## src/rtl/div_result_serializer.sv

```systemverilog
// div_result_serializer: turns one {quotient, remainder} divider result into a byte stream.
// Optional framing (header + checksum) is enabled by defining DIV_SER_FRAME_EN.
module div_result_serializer #(
    parameter  int DATA_W = 32,
    localparam int NBYTES = DATA_W / 8
) (
    input  logic              clk,
    input  logic              reset,
    output logic              i_ready,
    input  logic              i_valid,
    input  logic [DATA_W-1:0] i_payload_1,
    input  logic [DATA_W-1:0] i_payload_2,
    output logic              o_valid,
    input  logic              o_ready,
    output logic [7:0]        o_data,
    output logic              o_last
);

    localparam int NB2 = 2 * NBYTES;
    localparam int CW  = $clog2(NB2 + 2);
`ifdef DIV_SER_FRAME_EN
    localparam int LAST_I = NB2 + 1;
`else
    localparam int LAST_I = NB2 - 1;
`endif
    localparam logic [CW-1:0] LAST   = LAST_I[CW-1:0];
    localparam logic [CW-1:0] NB2_C  = NB2[CW-1:0];

    typedef enum logic {
        IDLE,
        SEND
    } state_t;

    state_t              state;
    state_t              state_n;
    logic [2*DATA_W-1:0] sr;
    logic [CW-1:0]       cnt;
    logic                fire_in;
    logic                fire_out;
    logic                at_last;
    logic                is_data;

`ifdef DIV_SER_FRAME_EN
    logic       hdr_z;
    logic [7:0] csum;
    assign is_data = (cnt != '0) && (cnt <= NB2_C);
`else
    assign is_data = (cnt < NB2_C);
`endif

    assign at_last  = (cnt == LAST);
    assign fire_in  = i_valid && i_ready;
    assign fire_out = o_valid && o_ready;

    // State register
    always_ff @(posedge clk or negedge reset) begin
        if (!reset) state <= IDLE;
        else        state <= state_n;
    end

    // Next-state and handshake outputs
    always_comb begin
        state_n = state;
        i_ready = 1'b0;
        o_valid = 1'b0;
        unique case (state)
            IDLE: begin
                i_ready = 1'b1;
                if (i_valid) state_n = SEND;
            end
            SEND: begin
                o_valid = 1'b1;
                if (o_ready && at_last) state_n = IDLE;
            end
            default: state_n = IDLE;
        endcase
    end

    // Capture on input handshake, shift and count on each byte transfer
    always_ff @(posedge clk or negedge reset) begin
        if (!reset) begin
            sr    <= '0;
            cnt   <= '0;
`ifdef DIV_SER_FRAME_EN
            hdr_z <= 1'b0;
            csum  <= 8'h00;
`endif
        end else if (fire_in) begin
            sr    <= {i_payload_2, i_payload_1};
            cnt   <= '0;
`ifdef DIV_SER_FRAME_EN
            hdr_z <= &{i_payload_2, i_payload_1};
            csum  <= 8'h00;
`endif
        end else if (fire_out) begin
            cnt <= cnt + 1'b1;
            if (is_data) begin
                sr   <= sr >> 8;
`ifdef DIV_SER_FRAME_EN
                csum <= csum ^ sr[7:0];
`endif
            end
        end
    end

    // Byte mux: header, data or checksum depending on position in frame
    always_comb begin
        o_data = 8'h00;
        o_last = 1'b0;
        if (state == SEND) begin
            o_last = at_last;
`ifdef DIV_SER_FRAME_EN
            if (cnt == '0)   o_data = hdr_z ? 8'hE0 : 8'hA5;
            else if (at_last) o_data = csum;
            else              o_data = sr[7:0];
`else
            o_data = sr[7:0];
`endif
        end
    end

endmodule

```

## config.mk

```make
export PLATFORM = sky130hd
export DESIGN_NAME = div_result_serializer
export DESIGN_NICKNAME = d
export VERILOG_FILES = /design/src/rtl/div_result_serializer.sv
export SDC_FILE = /design/constraint.sdc
export NUM_CORES = 1
export LEC_CHECK = 0
export CAP_MARGIN = 20
export CORE_MARGIN = 3
export CORE_UTILIZATION = 25
export DETAILED_ROUTE_END_ITERATION = 16
export MAX_ROUTING_LAYER = met4
export PLACE_DENSITY_LB_ADDON = 0.12
export SKIP_CTS_REPAIR_TIMING = 1
export SYNTH_ARGS = -nofsm -noshare
export SYNTH_HDL_FRONTEND = slang
export SYNTH_SLANG_ARGS = --single-unit
```

## constraint.sdc

```tcl
create_clock -name clk -period 1.97 [get_ports clk]
set_clock_uncertainty 0.15 [all_clocks]
set_input_delay 0.394 -clock clk [delete_from_list [all_inputs] [get_ports clk]]
set_output_delay 0.394 -clock clk [all_outputs]
set_load 0.02 [all_outputs]
```

==> qor.yml <==
run_status: "complete, no violations"
final_routed_wire_length_divided_by_cell_count_um: 15.45
yosysSeqAreaShare: 0.4980
cts_made_buffers: 9
ys_warn_count: 0
required_ns: 2.03
fill_cells: 1327
detailedPlace.worstSlack_ns: -0.2752
io_buffers: 78
die_h_um: 123.8
final_min_period_over_clock_period: 0.9445
drtPass1Iterations: 4
first_global_vias: 2203
post_synth_instance_area_um2: 3467
endpoint_kind: "flop"
post_drt_via_cell_ratio: 4.171
global_route_usage_over_all_layers: 0.1106
design.die.area_um2: 15320
initialDrtViolationCount: 130
grt_max_degree: 36
synthMostInstantiatedCell: "sky130_fd_sc_hd__dfrtp_1"
synth_top_cells_by_area: "sky130_fd_sc_hd__dfrtp_1, sky130_fd_sc_hd__mux2_2, sky130_fd_sc_hd__mux2_4"
avgSynthCellArea_um2: 14.88
place.gp.congestion: 0.7596
power.static_leakage_uw: 0.002498
floorplan.initialDensity: 0.2587
floorplan.core_area_um2: 13400
fin_total_pwr_uw: 5577
proportion_of_register_bits_with_asynchronous_set_or_reset_after_synthesis: 1.000
finalWorstPathRequiredPeriod_ns: 1.861
worstPathCellList: "buf_6 -> nand2b_4 -> buf_12 -> mux2_2 -> mux2_1"
io-pin-count: 79
dr_wl_met2_um: 3304
vdd.ir_drop.worst_uv: 441.6
critical-path-top-delay-family: "multiplexers"
critPathArrivalTime_ns: 1.92
synth_seq_cells: 69
clock_insertion_delay_worst_skew_ns: 0.33
synth.net_count: 302
highest-signal-layer: "met4"
synth.cells.most_frequent: "sky130_fd_sc_hd__dfrtp_1, sky130_fd_sc_hd__mux2_2, sky130_fd_sc_hd__mux2_4"
area_growth_pct: 39.62
cp.buffers_inverters: 2
count_of_pins_over_their_slew_limit: 0
grt_antenna_before_repair: 0
dominantRegCellSynth: "sky130_fd_sc_hd__dfrtp_1"
synthDistinctLibCells: 25
clock_sinks: 69
clkTransAtPathRegs_ns: 0.05
layout-drive-gt1-share: 0.3681
post-route-drc-count: 0
tightestPinTransition_ns: 0.4396
whs_ns: 0.3258
fin_cells: 502
setup.worst_path.class: "reg2reg"
cts_tree: "yes"
max_slew_margin: 0.7069
layout.nets: 391
antennaDiodeCount: 0
crit_slowest_cell: "sky130_fd_sc_hd__dfrtp_1"
cell_type_with_the_largest_total_area_after_synthesis: "sky130_fd_sc_hd__dfrtp_1"
root_buffer: "sky130_fd_sc_hd__clkbuf_16"
timing.critical_path.fanout_max: 21
grt_remaining_overflow: 0
setup_repair_after_global_routing_missed_its_margin: "no"
detailedPlacementHpwl_um: 5557
place.detailed.instances: 486
setup_viol: 0
cts.path.max_buffers: 2
setup_slack_ns: 0.1094
wl_met3_um: 532
grt_first_pass_wirelength_um: 12160
final_hold_viol_count: 0
layout.core_utilization: 0.3613
crit_path_start_kind: "flop"
dr_total_vias: 2094
die_width_um: 123.8
std_cell_rows: 42
power.density_nw_per_um2: 1152
wl_met1_um: 3798
max_stage_delay_ns: 0.38
timing.hold.worst.class: "reg2reg"
postSynthCellCount: 233
detail-route-antenna-nets: 0
max-cap-violations: 0
yosys.area.top_type_share: 0.4980
synth_edf_count: 0
cts_max_level: 3
drt-total-wl_um: 7758
fmaxAchievable_mhz: 537.5
flip-flops by register name, indices dropped and copies added, names as in the netlist:
name   count
cnt        4
state      1
sr        64
power breakdown:
part	total, uW	internal [uW]	switching (uW)	leakage, uW
clock network	1530	947	582	0.000139
registers	2130	1880	253	0.000937
logic	1920	1240	680	0.00142
total	5580	4060	1510	0.00250
area by class of cell:
class                           instances  area [um^2]  share of cell area
Clock buffer                           14        274.0             0.05660
Tap cell                              176        220.2             0.04549
Timing Repair Buffer                   92        984.7              0.2034
Multi-Input combinational cell        149         1627              0.3360
Clock inverter                          1        5.005            0.001034
Inverter                                1        3.754           0.0007754
Sequential cell                        69         1727              0.3567
worst register-to-register path, stage by stage, from the launching register on:
cell and delay, ns:
sky130_fd_sc_hd__dfrtp_1 0.38, sky130_fd_sc_hd__buf_6 0.15, sky130_fd_sc_hd__nand2b_4 0.19, sky130_fd_sc_hd__buf_12 0.20, sky130_fd_sc_hd__mux2_2 0.37, sky130_fd_sc_hd__mux2_1 0.29
final timing paths:
check | startpoint | to | slack [ns] | depth (start not counted)
worst min-delay path | sr[4] | sr[4] | 0.33 | 1
worst max register to register | state | sr[9] | 0.11 | 5
max in group asynchronous | reset | sr[49] | 0.80 | 3
worst max-delay path | state | sr[9] | 0.11 | 5
min in group asynchronous | reset | sr[4] | 0.35 | 2
worst min register to register | sr[4] | sr[4] | 0.33 | 1
layer usage:
| metal | vias up | GRT usage |
|---|---|---|
| li1 | 1023 | - |
| met1 | 999 | 0.1504 |
| met2 | 62 | 0.1511 |
| met3 | 10 | 0.03724 |
| met4 | 0 | 0.04291 |
| met5 | - | - |
logic make-up after synthesis:
logic type               synth area share
AND/OR/NAND/NOR                   0.03501
flip-flops                         0.4980
adder cells (fa/ha/maj)          0.003608
multiplexers                       0.3959
AO/OA/AOI/OAI                     0.03320
buffers and inverters             0.03428
through the flow:
step | instance area (um^2) | TNS (ns)
after global placement | 4524 | -13.42
after detailed placement | 4524 | -14.36
after CTS | 4803 | -2.435
final | 4841 | 0
after global routing | 4841 | 0
after floorplan | 3467 | 0
cell usage in the layout (no fill, tap or decap):
| master | synthesis | final |
|---|---|---|
| sky130_fd_sc_hd__dfrtp_1 | 69 | 69 |
| sky130_fd_sc_hd__clkdlybuf4s50_1 | 0 | 66 |
| sky130_fd_sc_hd__mux2_2 | 62 | 62 |
| sky130_fd_sc_hd__mux2_4 | 27 | 27 |
| sky130_fd_sc_hd__mux2_1 | 23 | 23 |
| sky130_fd_sc_hd__dlymetal6s2s_1 | 0 | 10 |
| sky130_fd_sc_hd__clkbuf_16 | 0 | 9 |
| sky130_fd_sc_hd__and2_1 | 8 | 8 |
| sky130_fd_sc_hd__a22o_1 | 8 | 8 |
| sky130_fd_sc_hd__buf_4 | 1 | 7 |
| sky130_fd_sc_hd__buf_12 | 0 | 6 |
| sky130_fd_sc_hd__nand3_1 | 4 | 4 |
| sky130_fd_sc_hd__clkbuf_8 | 0 | 3 |
| sky130_fd_sc_hd__nor2b_1 | 2 | 2 |
| sky130_fd_sc_hd__nand2_1 | 2 | 2 |
| sky130_fd_sc_hd__clkbuf_1 | 1 | 2 |
| sky130_fd_sc_hd__inv_1 | 1 | 1 |
| sky130_fd_sc_hd__and3_1 | 1 | 1 |
| sky130_fd_sc_hd__nor2_1 | 1 | 1 |
| sky130_fd_sc_hd__a21oi_1 | 2 | 1 |
| sky130_fd_sc_hd__nand2b_4 | 1 | 1 |
| sky130_fd_sc_hd__a21o_2 | 0 | 1 |
| sky130_fd_sc_hd__mux2i_1 | 1 | 1 |
| sky130_fd_sc_hd__nor3b_1 | 1 | 1 |
| sky130_fd_sc_hd__a21o_1 | 2 | 1 |
| sky130_fd_sc_hd__o21ai_0 | 1 | 1 |
| sky130_fd_sc_hd__a21oi_2 | 0 | 1 |
| sky130_fd_sc_hd__o211ai_1 | 1 | 1 |
| sky130_fd_sc_hd__o31ai_1 | 1 | 1 |
| sky130_fd_sc_hd__ha_1 | 1 | 1 |
| sky130_fd_sc_hd__clkinv_2 | 0 | 1 |
| sky130_fd_sc_hd__dlygate4sd3_1 | 0 | 1 |
| sky130_fd_sc_hd__clkbuf_2 | 0 | 1 |
| sky130_fd_sc_hd__buf_6 | 7 | 1 |
Power figures use the tool's default switching activity.
